==> src/rtl/ddr4_iod_dly_ctrl.sv <==
// ddr4_iod_dly_ctrl
//   Per-lane delay-line step controller for PolarFire DDR4 output IODs
//   (CKE, CA, CS). Converts training requests ("load" or "step N taps up or
//   down") into correctly spaced single-cycle MOVE/LOAD pulses for the IOD,
//   tracks the current tap, and aborts on the IOD out-of-range flag.
//
// Ports
//   FAB_CLK                 fabric clock, same as IOD TX_CLK
//   ARST_N                  asynchronous active-low reset
//   REQ_VALID/REQ_READY     request handshake, accepted on VALID & READY
//   REQ_LOAD                reload delay line to RESET_TAP (DIR/STEPS ignored)
//   REQ_DIR                 1 = increment delay, 0 = decrement
//   REQ_STEPS               number of taps to move (0 legal)
//   DONE                    1-cycle pulse when the request finishes
//   ERR                     1-cycle pulse with DONE when aborted at a range limit
//   TAP_CNT                 current tap position
//   DELAY_LINE_MOVE/DIRECTION/LOAD   to IOD
//   DELAY_LINE_OUT_OF_RANGE          from IOD
module ddr4_iod_dly_ctrl #(
    parameter int TAP_W     = 8,
    parameter int RESET_TAP = 1,
    parameter int MAX_TAP   = 255,
    parameter int STEP_GAP  = 3
) (
    input  logic             FAB_CLK,
    input  logic             ARST_N,
    input  logic             REQ_VALID,
    output logic             REQ_READY,
    input  logic             REQ_LOAD,
    input  logic             REQ_DIR,
    input  logic [TAP_W-1:0] REQ_STEPS,
    output logic             DONE,
    output logic             ERR,
    output logic [TAP_W-1:0] TAP_CNT,
    output logic             DELAY_LINE_MOVE,
    output logic             DELAY_LINE_DIRECTION,
    output logic             DELAY_LINE_LOAD,
    input  logic             DELAY_LINE_OUT_OF_RANGE
);

    localparam int GW = (STEP_GAP < 2) ? 1 : $clog2(STEP_GAP);

    typedef enum logic [2:0] {
        IDLE  = 3'd0,
        SETUP = 3'd1,
        MOVE  = 3'd2,
        GAP   = 3'd3,
        LDP   = 3'd4,
        FIN   = 3'd5
    } state_t;

    state_t           state, state_nxt;
    logic [TAP_W-1:0] rem;          // steps still to be pulsed
    logic [GW-1:0]    gap_cnt;      // GAP cycles left after the current one
    logic             is_load;      // current request is a LOAD
    logic             oor_seen;     // OUT_OF_RANGE seen earlier in this GAP
    logic             err_flag;     // abort decided on the edge into FIN
    logic             to_err;
    logic             tap_upd;
    logic             accept;
    logic             gap_last;
    logic             oor_hit;
    logic [TAP_W-1:0] tap_stepped;

    assign accept      = (state == IDLE) && REQ_VALID;
    assign gap_last    = (state == GAP) && (gap_cnt == '0);
    assign oor_hit     = oor_seen || DELAY_LINE_OUT_OF_RANGE;
    assign tap_stepped = DELAY_LINE_DIRECTION ? TAP_CNT + 1'b1 : TAP_CNT - 1'b1;

    function automatic logic at_limit(input logic dir, input logic [TAP_W-1:0] tap);
        return dir ? (tap == TAP_W'(MAX_TAP)) : (tap == '0);
    endfunction

    // Outputs are decoded from state so they fall with the async reset.
    assign REQ_READY       = (state == IDLE);
    assign DELAY_LINE_MOVE = (state == MOVE);
    assign DELAY_LINE_LOAD = (state == LDP);
    assign DONE            = (state == FIN);
    assign ERR             = (state == FIN) && err_flag;

    always_ff @(posedge FAB_CLK or negedge ARST_N) begin
        if (!ARST_N) state <= IDLE;
        else         state <= state_nxt;
    end

    always_comb begin
        state_nxt = state;
        to_err    = 1'b0;
        tap_upd   = 1'b0;
        case (state)
            IDLE:  if (REQ_VALID) state_nxt = REQ_LOAD ? LDP : SETUP;
            SETUP: begin
                if (rem == '0) begin
                    state_nxt = FIN;
                end else if (at_limit(DELAY_LINE_DIRECTION, TAP_CNT)) begin
                    state_nxt = FIN;
                    to_err    = 1'b1;
                end else begin
                    state_nxt = MOVE;
                end
            end
            MOVE:  state_nxt = GAP;
            LDP:   state_nxt = GAP;
            GAP: begin
                if (gap_cnt == '0) begin
                    if (is_load) begin
                        state_nxt = FIN;
                        to_err    = oor_hit;
                    end else if (oor_hit) begin
                        state_nxt = FIN;
                        to_err    = 1'b1;
                    end else begin
                        tap_upd = 1'b1;
                        // Limit check for the next MOVE uses the post-step tap.
                        if (rem == '0) begin
                            state_nxt = FIN;
                        end else if (at_limit(DELAY_LINE_DIRECTION, tap_stepped)) begin
                            state_nxt = FIN;
                            to_err    = 1'b1;
                        end else begin
                            state_nxt = MOVE;
                        end
                    end
                end
            end
            FIN:     state_nxt = IDLE;
            default: state_nxt = IDLE;
        endcase
    end

    // Control registers
    always_ff @(posedge FAB_CLK or negedge ARST_N) begin
        if (!ARST_N) begin
            TAP_CNT              <= TAP_W'(RESET_TAP);
            DELAY_LINE_DIRECTION <= 1'b0;
            err_flag             <= 1'b0;
            oor_seen             <= 1'b0;
        end else begin
            if (accept && !REQ_LOAD) DELAY_LINE_DIRECTION <= REQ_DIR;
            if (gap_last && is_load) TAP_CNT <= TAP_W'(RESET_TAP);
            else if (tap_upd)        TAP_CNT <= tap_stepped;
            err_flag <= to_err;
            oor_seen <= (state == GAP) ? oor_hit : 1'b0;
        end
    end

    // Request/sequencing datapath
    always_ff @(posedge FAB_CLK) begin
        if (accept) begin
            rem     <= REQ_STEPS;
            is_load <= REQ_LOAD;
        end
        if (state == MOVE) rem <= rem - 1'b1;
        if (state == MOVE || state == LDP) gap_cnt <= GW'(STEP_GAP - 1);
        else if (state == GAP)             gap_cnt <= gap_cnt - 1'b1;
    end

endmodule

==> config.mk <==
export PLATFORM = sky130hd
export DESIGN_NAME = ddr4_iod_dly_ctrl
export DESIGN_NICKNAME = d
export VERILOG_FILES = /design/src/rtl/ddr4_iod_dly_ctrl.sv
export SDC_FILE = /design/constraint.sdc
export NUM_CORES = 1
export LEC_CHECK = 0
export BUFFER_PORTS_ARGS = -buffer_cell sky130_fd_sc_hd__buf_2
export CORE_MARGIN = 1
export CORE_UTILIZATION = 30
export DETAILED_ROUTE_END_ITERATION = 8
export HOLD_SLACK_MARGIN = 0.15
export PLACE_DENSITY = 0.58
export SLEW_MARGIN = 20
export SYNTH_ARGS = -nofsm -noshare
export SYNTH_HDL_FRONTEND = slang
export SYNTH_SLANG_ARGS = --single-unit
==> constraint.sdc <==
create_clock -name FAB_CLK -period 2.9 [get_ports FAB_CLK]
set_input_delay 0.29 -clock FAB_CLK [delete_from_list [all_inputs] [get_ports FAB_CLK]]
set_output_delay 0.29 -clock FAB_CLK [all_outputs]
set_load 0.05 [all_outputs]
# Yosys cells after proc, flatten, opt, wreduce, memory -nomap -nowiden
# Cells that the tools add are included.
# W data, S select, Z words.
dict set report word_totals {
  register_bits 25
  in_bits 14
  out_inout_bits 14
  elab_cells 68
}
dict set report classes {
  n_addsub 4
  eq_ne 9
  muxes 30
  reduce_logical 17
}
# operator count
set op_table {}
lappend op_table {{$mux W8} 5}
lappend op_table {{$mux W3} 9}
lappend op_table {{$logic_not A8 Y1} 3}
lappend op_table {{$eq A8 B8 Y1 const B} 2}
lappend op_table {{$sub A8 B1 Y8 const B} 2}
lappend op_table {{$mux W1} 14}
lappend op_table {{$pmux W3 S4} 1}
lappend op_table {{$add A8 B1 Y8 const B} 1}
lappend op_table {{$eq A3 B2 Y1 const B} 2}
lappend op_table {{$eq A3 B3 Y1 const B} 2}
lappend op_table {{$logic_and A1 B1 Y1} 5}
lappend op_table {{$reduce_bool A2 Y1} 2}
lappend op_table {{$eq A3 B1 Y1 const B} 1}
lappend op_table {{$logic_not A3 Y1} 1}
lappend op_table {{$logic_not A2 Y1} 1}
lappend op_table {{$logic_or A1 B1 Y1} 2}
lappend op_table {{$ne A2 B1 Y1 const B} 1}
lappend op_table {{$ne A2 B2 Y1 const B} 1}
lappend op_table {{$pmux W1 S2} 1}
lappend op_table {{$reduce_and A2 Y1} 1}
lappend op_table {{$reduce_or A2 Y1} 1}
lappend op_table {{$sub A2 B1 Y2 const B} 1}
lappend op_table {{$logic_not A1 Y1} 1}

# Logic depth before layout (Yosys ltp)
# Gate-level depths: netlist (run 1).
dict set report logic_depth {
  word_depth 10
  ltp_mapped 9
  mapped_depth_nobuf 8
}

# Least setup slack after synthesis (run 1)
# OpenSTA, ideal clock, no wires.
dict set report synth_timing {
  path_kind {reg2reg}
  start {reg DELAY_LINE_DIRECTION}
  end {reg state[1]}
  setup_ps 66
  t_arrival_ps 2705
  t_required_ps 2834
  slack_ps 129
  path_stages_with_launch 10
  n_path_buf 1
  synth_period_minus_slack_ps 2771
  path_cell_list {dfrtp_1 clkbuf_1 inv_1 fa_1 a211oi_2 o21bai_1 a21oi_2 xor2_1 mux2i_2 a31o_1}
}
dict set report synth_via {
  elab_chain_cells 9
  elab_cells_between_ends 13
  classes_between {1 x eq/ne; 11 x mux; 1 x reduce/logical}
}
# element line_no
set synth_lines {}
lappend synth_lines {{start: declaration} 36} ;# output logic DELAY_LINE_DIRECTION,
lappend synth_lines {{start signal: assignment} 135} ;# DELAY_LINE_DIRECTION <= 1'b0;
lappend synth_lines {{start signal: assignment} 139} ;# if (accept && !REQ_LOAD) DELAY_LINE_DIRECTION <= REQ_DIR;
lappend synth_lines {{$mux W8} 68} ;# assign tap_stepped = DELAY_LINE_DIRECTION ? TAP_CNT + 1'b1 : TAP_CNT - 1'b1;
lappend synth_lines {{$eq A8 B8 Y1 or $logic_not A8 Y1 (tied branches)} 71} ;# return dir ? (tap == TAP_W'(MAX_TAP)) : (tap == '0);
lappend synth_lines {{$mux W1} 71}
lappend synth_lines {{$mux W3} 117} ;# end else if (at_limit(DELAY_LINE_DIRECTION, tap_stepped)) begin
lappend synth_lines {{$mux W3} 115} ;# if (rem == '0) begin
lappend synth_lines {{$mux W3} 109} ;# end else if (oor_hit) begin
lappend synth_lines {{$mux W3} 106} ;# if (is_load) begin
lappend synth_lines {{$mux W3} 105} ;# if (gap_cnt == '0) begin
lappend synth_lines {{$pmux W3 S4 (*)} 90} ;# case (state)
lappend synth_lines {{end signal: assignment} 83} ;# else state <= state_nxt;
lappend synth_lines {{end: declaration} 52} ;# state_t state, state_nxt;
# Mark *: on every way between the ends. The rest lies on a longest branch, timed or not. The select of a mux whose other input is x is not followed.
# A chain may end at the register's enable or synchronous reset.

# Worst setup path in the final report (run 1)
dict set report layout_timing {
  start {reg DELAY_LINE_DIRECTION}
  end {reg state[2]}
}
# The elaborated chain is that of the path after synthesis.

==> impl_metrics.json, run 1 <==
{
  "slew_violations": 0,
  "final_nets": 264,
  "worstRegToRegCells": 8,
  "synthArstFlopShare_pct": 56.0,
  "die_h_um": 82.1,
  "yosysSeqAreaShare_pct": 34.4,
  "synth.top_cells.by_area": "sky130_fd_sc_hd__dfrtp_1, sky130_fd_sc_hd__edfxtp_1, sky130_fd_sc_hd__ha_1",
  "synth-main-ff-cell": "sky130_fd_sc_hd__dfrtp_1",
  "min_period_ns": 2.65,
  "startpoint_type": "flop",
  "antenna_violations_before_repair": 0,
  "dp_wirelength_mm": 3.33,
  "cts_tree": "built",
  "run_status": "finished clean",
  "setup.worst_path.class": "reg -> reg",
  "gr-total-overflow": 0,
  "clock_tree.buffer_depth": 2,
  "fp.dieArea_sq_um": 6730,
  "end_kind": "flop",
  "critical_path_required_ns": 3.04,
  "finalSetupViolCount": 0,
  "global_route_wire_length_before_repair_mm": 7.15,
  "via_count": 1593,
  "library_cell_with_the_highest_instance_count_after_synthesis": "sky130_fd_sc_hd__nand2_1",
  "grt_setup_unrepaired": "false",
  "gpl.final_weighted_congestion": 0.819,
  "synthesis.area_per_instance_sq_um": 8.94,
  "detail_route.wl_per_cell_um": 14.0,
  "cts-buffers-inserted": 3,
  "core_region_area_sq_um": 6060,
  "routed_wl_mm": 4.35,
  "end_point_of_the_most_critical_hold_path": "DELAY_LINE_DIRECTION",
  "clk_latency_ns": 0.27,
  "total_i_o_pin_count": 28,
  "syn_inst": 215,
  "root_buffer": "sky130_fd_sc_hd__clkbuf_8",
  "maxSlewHeadroom_pct": 63.1,
  "critical_path_arrival_ns": 2.79,
  "initial_utilization_pct": 31.7,
  "critical_path.max_fanout": 8,
  "cts_htree_levels": 1,
  "synth.cells.most_frequent": "sky130_fd_sc_hd__nand2_1, sky130_fd_sc_hd__o21ai_0, sky130_fd_sc_hd__dfrtp_1, sky130_fd_sc_hd__ha_1, sky130_fd_sc_hd__nor2_1",
  "ctsResizeCount": 0,
  "clock.fmax_ghz": 0.378,
  "tightestPinTransition_ns": 0.554,
  "area.growth.synth_to_final_pct": 12.3,
  "min_from": "REQ_DIR",
  "firstDrtPassIters": 4,
  "total_nets_after_synthesis": 241,
  "drtIter0Drc": 102,
  "synth_enable_flop_cells": 9,
  "synth.ff_latch_count": 25,
  "fp.dieW_um": 82.1,
  "synth_largest_type_area_fraction_pct": 16.9,
  "insertedDiodeCount": 0,
  "io_buffer_count": 27,
  "place_area_sq_um": 2100,
  "layout_cells_sized_above_1_pct": 19.4,
  "hold_depth": 3,
  "worstHoldPathType": "in -> reg",
  "post-route-period-util_pct": 91.3,
  "post_synthesis_cell_type_with_the_largest_combined_area": "sky130_fd_sc_hd__dfrtp_1",
  "totalNegativeSetupSlack_ns": 0,
  "worst_setup_hold_path_clk_slew_ns": 0.09,
  "row_count": 28,
  "remaining_number_of_nets_flagged_by_the_antenna_check_after_routing": 0,
  "clock-skew-final_ns": 0.00187,
  "worst_r2r_startpoint": "DELAY_LINE_DIRECTION",
  "mappedNetlistArea_sq_um": 1920,
  "clkSinkCount": 25,
  "total_leakage_power_nw": 0.907,
  "viasPerCell": 5.11,
  "drc_errors": 0,
  "timing.final.hold_violations": 0,
  "rr_endpoint": "state[2]",
  "synth_cell_type_count": 59,
  "cell_area_after_layout_sq_um": 2160,
  "ff2ff_setup_slack_ns": 0.25,
  "groute.usage.overall_pct": 13.7,
  "synth-warning-count": 0,
  "power_per_cell_area_nw_per_um2": 1260,
  "grt_max_degree": 19,
  "vias_in_the_first_global_route": 1537,
  "worst_ir_drop_vdd_uv": 343,
  "max-cap-violations": 0
}
## power by group
| group | total, mW | switching, mW | internal [mW] | leakage [nW] |
|---|---|---|---|---|
| Clock | 0.207 | 0.111 | 0.0961 | 0.0255 |
| Combinational | 1.74 | 1.10 | 0.635 | 0.623 |
| Sequential | 0.784 | 0.220 | 0.563 | 0.259 |
## logic make-up (layout without fill, tap and decap cells)
group | count (synthesis) | after routing | share of synthesized area, %
DFF | 25 | 25 | 34.4
xor gates and xnor gates | 11 | 11 | 5.01
AOI/OAI and AO/OA | 64 | 64 | 23.4
buffers and inverters | 20 | 42 | 4.68
adders and majority gates | 12 | 12 | 8.20
muxes | 3 | 3 | 1.76
and+or+nand+nor | 80 | 80 | 22.5
## how the worst max path moves through the flow
stage                               from  endpoint  cells past startpoint  slack (ns)
floorplan           DELAY_LINE_DIRECTION  state[1]                      9        0.13
global placement    DELAY_LINE_DIRECTION  state[1]                      8        0.36
detailed placement  DELAY_LINE_DIRECTION  state[1]                      8        0.31
CTS                 DELAY_LINE_DIRECTION  state[1]                      8        0.29
global route        DELAY_LINE_DIRECTION  state[2]                      8        0.06
finish              DELAY_LINE_DIRECTION  state[2]                      8        0.25
## repair_timing
action                                  4_1_cts  5_1_grt
endpoints found under the setup margin        0        0
buffers inserted                              0        0
hold buffers                                  1        0
hold endpoints to repair                     13        0
## layout by cell type, fill, tap and decap left out, types with 7 or more instances in the layout
cell | netlist | final
sky130_fd_sc_hd__nor2_1 | 11 | 11
sky130_fd_sc_hd__edfxtp_1 | 9 | 9
sky130_fd_sc_hd__xor2_1 | 7 | 7
sky130_fd_sc_hd__dfrtp_1 | 13 | 13
sky130_fd_sc_hd__nand2b_1 | 7 | 7
sky130_fd_sc_hd__ha_1 | 11 | 11
sky130_fd_sc_hd__nand2_1 | 25 | 25
sky130_fd_sc_hd__a21oi_1 | 9 | 9
sky130_fd_sc_hd__nor3_1 | 8 | 8
sky130_fd_sc_hd__o21ai_0 | 20 | 20
sky130_fd_sc_hd__inv_1 | 9 | 9
sky130_fd_sc_hd__buf_2 | 0 | 27
## metal layers
layer	global-route usage, %	share of wire [%]	vias to the layer above	routed length [um]
met5	0	0	-	0
met4	1.93	0.48	0	21
met3	3.33	4.2	4	182
met2	22.3	45	30	1970
met1	18.6	50	736	2180
li1	-	-	823	-
## registers in the layout, summed over array words and instances (netlist names)
register and flops:
oor_seen 1, rem 8, DELAY_LINE_DIRECTION 1, gap_cnt 2
state 3, is_load 1, err_flag 1, TAP_CNT 8
## layout make-up
class                           instances  area, sq um
Clock buffer                            3         41.3
Clock inverter                          1         5.00
Fill cell                             621         3900
Inverter                                9         33.8
Multi-Input combinational cell        170         1170
Sequential cell                        25          662
Tap cell                               75         93.8
Timing Repair Buffer                   29          153
## through the flow
step	hold slack, ns	setup WS (ns)	std cells	utilization, %	power (mW)
floorplan	-0.00559	0.129	215	-	2.16
global placement	0.211	0.362	307	34.7	2.52
finish	0.239	0.252	312	35.6	2.73
CTS	0.233	0.290	312	35.6	2.74
detailed placement	0.213	0.311	307	34.7	2.53
global route	0.230	0.0584	312	35.6	2.98
## critical path: stages (launching register included)
cell	delay [ns]
sky130_fd_sc_hd__dfrtp_1	0.49
sky130_fd_sc_hd__inv_1	0.22
sky130_fd_sc_hd__fa_1	0.46
sky130_fd_sc_hd__a211oi_2	0.26
sky130_fd_sc_hd__o21bai_1	0.13
sky130_fd_sc_hd__a21oi_2	0.17
sky130_fd_sc_hd__xor2_1	0.27
sky130_fd_sc_hd__mux2i_2	0.40
sky130_fd_sc_hd__a21oi_1	0.12
(Power assumes the default switching activity.)
==> run 2: changes to the inputs <==
--- a/config.mk
+++ b/config.mk
@@ -5,7 +5,9 @@
 export SDC_FILE = /design/constraint.sdc
 export NUM_CORES = 1
 export LEC_CHECK = 0
+export ABC_AREA = 1
 export BUFFER_PORTS_ARGS = -buffer_cell sky130_fd_sc_hd__buf_2
+export CAP_MARGIN = 25
 export CORE_MARGIN = 1
 export CORE_UTILIZATION = 30
 export DETAILED_ROUTE_END_ITERATION = 8
==> impl_metrics.json, run 2 <==
{
  "met2_usage_pct": 22.1,
  "drc_errors": 0,
  "synth_enable_flop_cells": 9,
  "clkSinkCount": 25,
  "area.growth.synth_to_final_pct": 14.9,
  "fp.dieW_um": 81.2,
  "synth_cell_type_count": 35,
  "synthesis.area_per_instance_sq_um": 7.27,
  "layout_common_cells": "sky130_fd_sc_hd__nand2_1, sky130_fd_sc_hd__inv_1, sky130_fd_sc_hd__buf_2, sky130_fd_sc_hd__nand3_1, sky130_fd_sc_hd__nor2_1",
  "clk_latency_ns": 0.27,
  "groute.usage.overall_pct": 14.2,
  "row_count": 28,
  "insertedDiodeCount": 0,
  "cts_tree": "built",
  "fp.dieArea_sq_um": 6590,
  "min_period_ns": 2.20,
  "drtIter0Drc": 82,
  "grt_max_degree": 18,
  "syn_inst": 259,
  "dp_wirelength_mm": 3.43,
  "gr-total-overflow": 0,
  "global_route.usage.met3_pct": 3.37,
  "synth.top_cells.by_area": "sky130_fd_sc_hd__dfrtp_1, sky130_fd_sc_hd__edfxtp_1, sky130_fd_sc_hd__nand2_1",
  "mappedNetlistArea_sq_um": 1880,
  "routed_wl_mm": 4.28,
  "gpl.final_weighted_congestion": 0.831,
  "critical_path_required_ns": 3.10,
  "run_status": "finished clean",
  "synth_largest_type_area_fraction_pct": 17.3,
  "via_count": 1715,
  "critical_path.max_fanout": 9,
  "grt_setup_unrepaired": "false",
  "cts_htree_levels": 1,
  "grt_busiest_layer": "met2",
  "end_kind": "flop",
  "library_cell_with_the_highest_instance_count_after_synthesis": "sky130_fd_sc_hd__nand2_1",
  "clock.fmax_ghz": 0.454,
  "totalNegativeSetupSlack_ns": 0,
  "layout_cells_sized_above_1_pct": 19.3,
  "antenna_violations_before_repair": 0,
  "synth-main-ff-cell": "sky130_fd_sc_hd__dfrtp_1",
  "core_region_area_sq_um": 5990,
  "worst_setup_hold_path_clk_slew_ns": 0.08,
  "slew_violations": 0,
  "yosysSeqAreaShare_pct": 35.2,
  "worstHoldPathType": "in -> reg",
  "finalSetupViolCount": 0,
  "io_buffer_count": 27,
  "synth-warning-count": 0,
  "layout.cells.most_common": "sky130_fd_sc_hd__nand2_1",
  "final_nets": 317,
  "viasPerCell": 4.70,
  "max-cap-violations": 0,
  "maxSlewHeadroom_pct": 68.2,
  "synth.ff_latch_count": 25,
  "clock_tree.buffer_depth": 2,
  "synth.cells.most_frequent": "sky130_fd_sc_hd__nand2_1, sky130_fd_sc_hd__inv_1, sky130_fd_sc_hd__nand3_1, sky130_fd_sc_hd__nor2_1, sky130_fd_sc_hd__o21ai_0",
  "groute.layer.met1.usage_pct": 20.1,
  "die_h_um": 81.2,
  "post_synthesis_cell_type_with_the_largest_combined_area": "sky130_fd_sc_hd__dfrtp_1",
  "largest_registers": "TAP_CNT x8, rem x8, state x3",
  "setup.worst_path.class": "reg -> reg",
  "timing.final.hold_violations": 0,
  "initial_utilization_pct": 31.4,
  "firstDrtPassIters": 5,
  "cts.repair_timing.setup_buffer_count": 0,
  "vias_in_the_first_global_route": 1589,
  "root_buffer": "sky130_fd_sc_hd__clkbuf_8",
  "detail_route.wl_per_cell_um": 11.7,
  "clock-skew-final_ns": 0.00654,
  "total_nets_after_synthesis": 285,
  "critical_path_arrival_ns": 2.41,
  "post-route-period-util_pct": 76.0,
  "startpoint_type": "flop",
  "tightestPinTransition_ns": 0.475,
  "total_i_o_pin_count": 28,
  "synthArstFlopShare_pct": 56.0,
  "cts-buffers-inserted": 3,
  "global_route_wire_length_before_repair_mm": 7.23,
  "remaining_number_of_nets_flagged_by_the_antenna_check_after_routing": 0
}
run 2: cell count changes after synthesis, sizes merged, moves of 4 or more:
cell    previous run  this run
o21a               4         0
nand3              6        26
inv                9        45
o21ai             23        16
clkbuf             8         1
nor2              11        26
nand2             25        70
a22oi              5         1
nand2b             7         0
run 2: cell type report:
cell class / instances / area, sq um
flip-flops and latches: 25 / 662
inverters: 45 / 169
repair buffers: 28 / 145
clock buffers: 4 / 45.0
fillers: 646 / 3830
well taps: 75 / 93.8
multi-input cells: 188 / 1050
run 2: metal layers:
metal / up-vias / wire (um)
li1: 898 / -
met1: 774 / 2170
met2: 39 / 1880
met3: 4 / 191
met4: 0 / 45
met5: - / 0
run 2: logic make-up (layout without fill, tap and decap cells):
logic type               count (synthesis)  in the layout  share of synthesized area [%]
buffers and inverters                   46             77                           9.18
AO/OA/AOI/OAI                           31             31                           9.04
AND/OR/NAND/NOR                        138            138                           35.0
XOR/XNOR                                 7              7                           3.26
adder cells (fa/ha/maj)                 12             12                           8.38
flip-flops                              25             25                           35.2
run 2: what timing repair did:
action / in CTS / in global routing
resized for setup: 0 / 0
hold buffers: 1 / 0
hold endpoints to repair: 13 / 0
run 2: final timing paths:
kind	startpoint	endpoint	slack (ns)	cells past startpoint
worst min register to register	gap_cnt[0]	gap_cnt[0]	0.49	2
worst min-delay path	REQ_DIR	DELAY_LINE_DIRECTION	0.23	3
worst max register to register	DELAY_LINE_DIRECTION	state[0]	0.70	15
min in group asynchronous	ARST_N	state[1]	0.44	2
max in group asynchronous	ARST_N	TAP_CNT[0]	2.17	2
worst max-delay path	DELAY_LINE_DIRECTION	state[0]	0.70	15
run 2: critical path: stages, from the launching register on:
cell and delay, ns:
sky130_fd_sc_hd__dfrtp_1 0.42, sky130_fd_sc_hd__inv_1 0.26, sky130_fd_sc_hd__ha_1 0.36, sky130_fd_sc_hd__nand2_1 0.11, sky130_fd_sc_hd__nand2_1 0.08, sky130_fd_sc_hd__a21oi_2 0.19, sky130_fd_sc_hd__nand2_1 0.10, sky130_fd_sc_hd__nand2_1 0.07
sky130_fd_sc_hd__nand2_1 0.05, sky130_fd_sc_hd__nor2_1 0.12, sky130_fd_sc_hd__nand2_2 0.09, sky130_fd_sc_hd__nand3_2 0.08, sky130_fd_sc_hd__nand2_2 0.06, sky130_fd_sc_hd__nand2_1 0.06, sky130_fd_sc_hd__nand2_1 0.05, sky130_fd_sc_hd__nand2_1 0.06
run 2: metrics by stage:
stage / hold slack [ns] / util (%) / cell area [sq um] / setup slack [ns] / cells
after floorplan: -0.00559 / - / 1880 / 0.459 / 259
after global placement: 0.214 / 35.2 / 2110 / 0.798 / 360
final: 0.229 / 36.1 / 2160 / 0.697 / 365
after global routing: 0.223 / 36.1 / 2160 / 0.538 / 365
after detailed placement: 0.216 / 35.2 / 2110 / 0.738 / 360
after CTS: 0.226 / 36.1 / 2160 / 0.700 / 365
Power of run 2 is left out: the tool's default activity adds up to more than one toggle a clock period on the data nets, which glitch-free logic cannot reach.
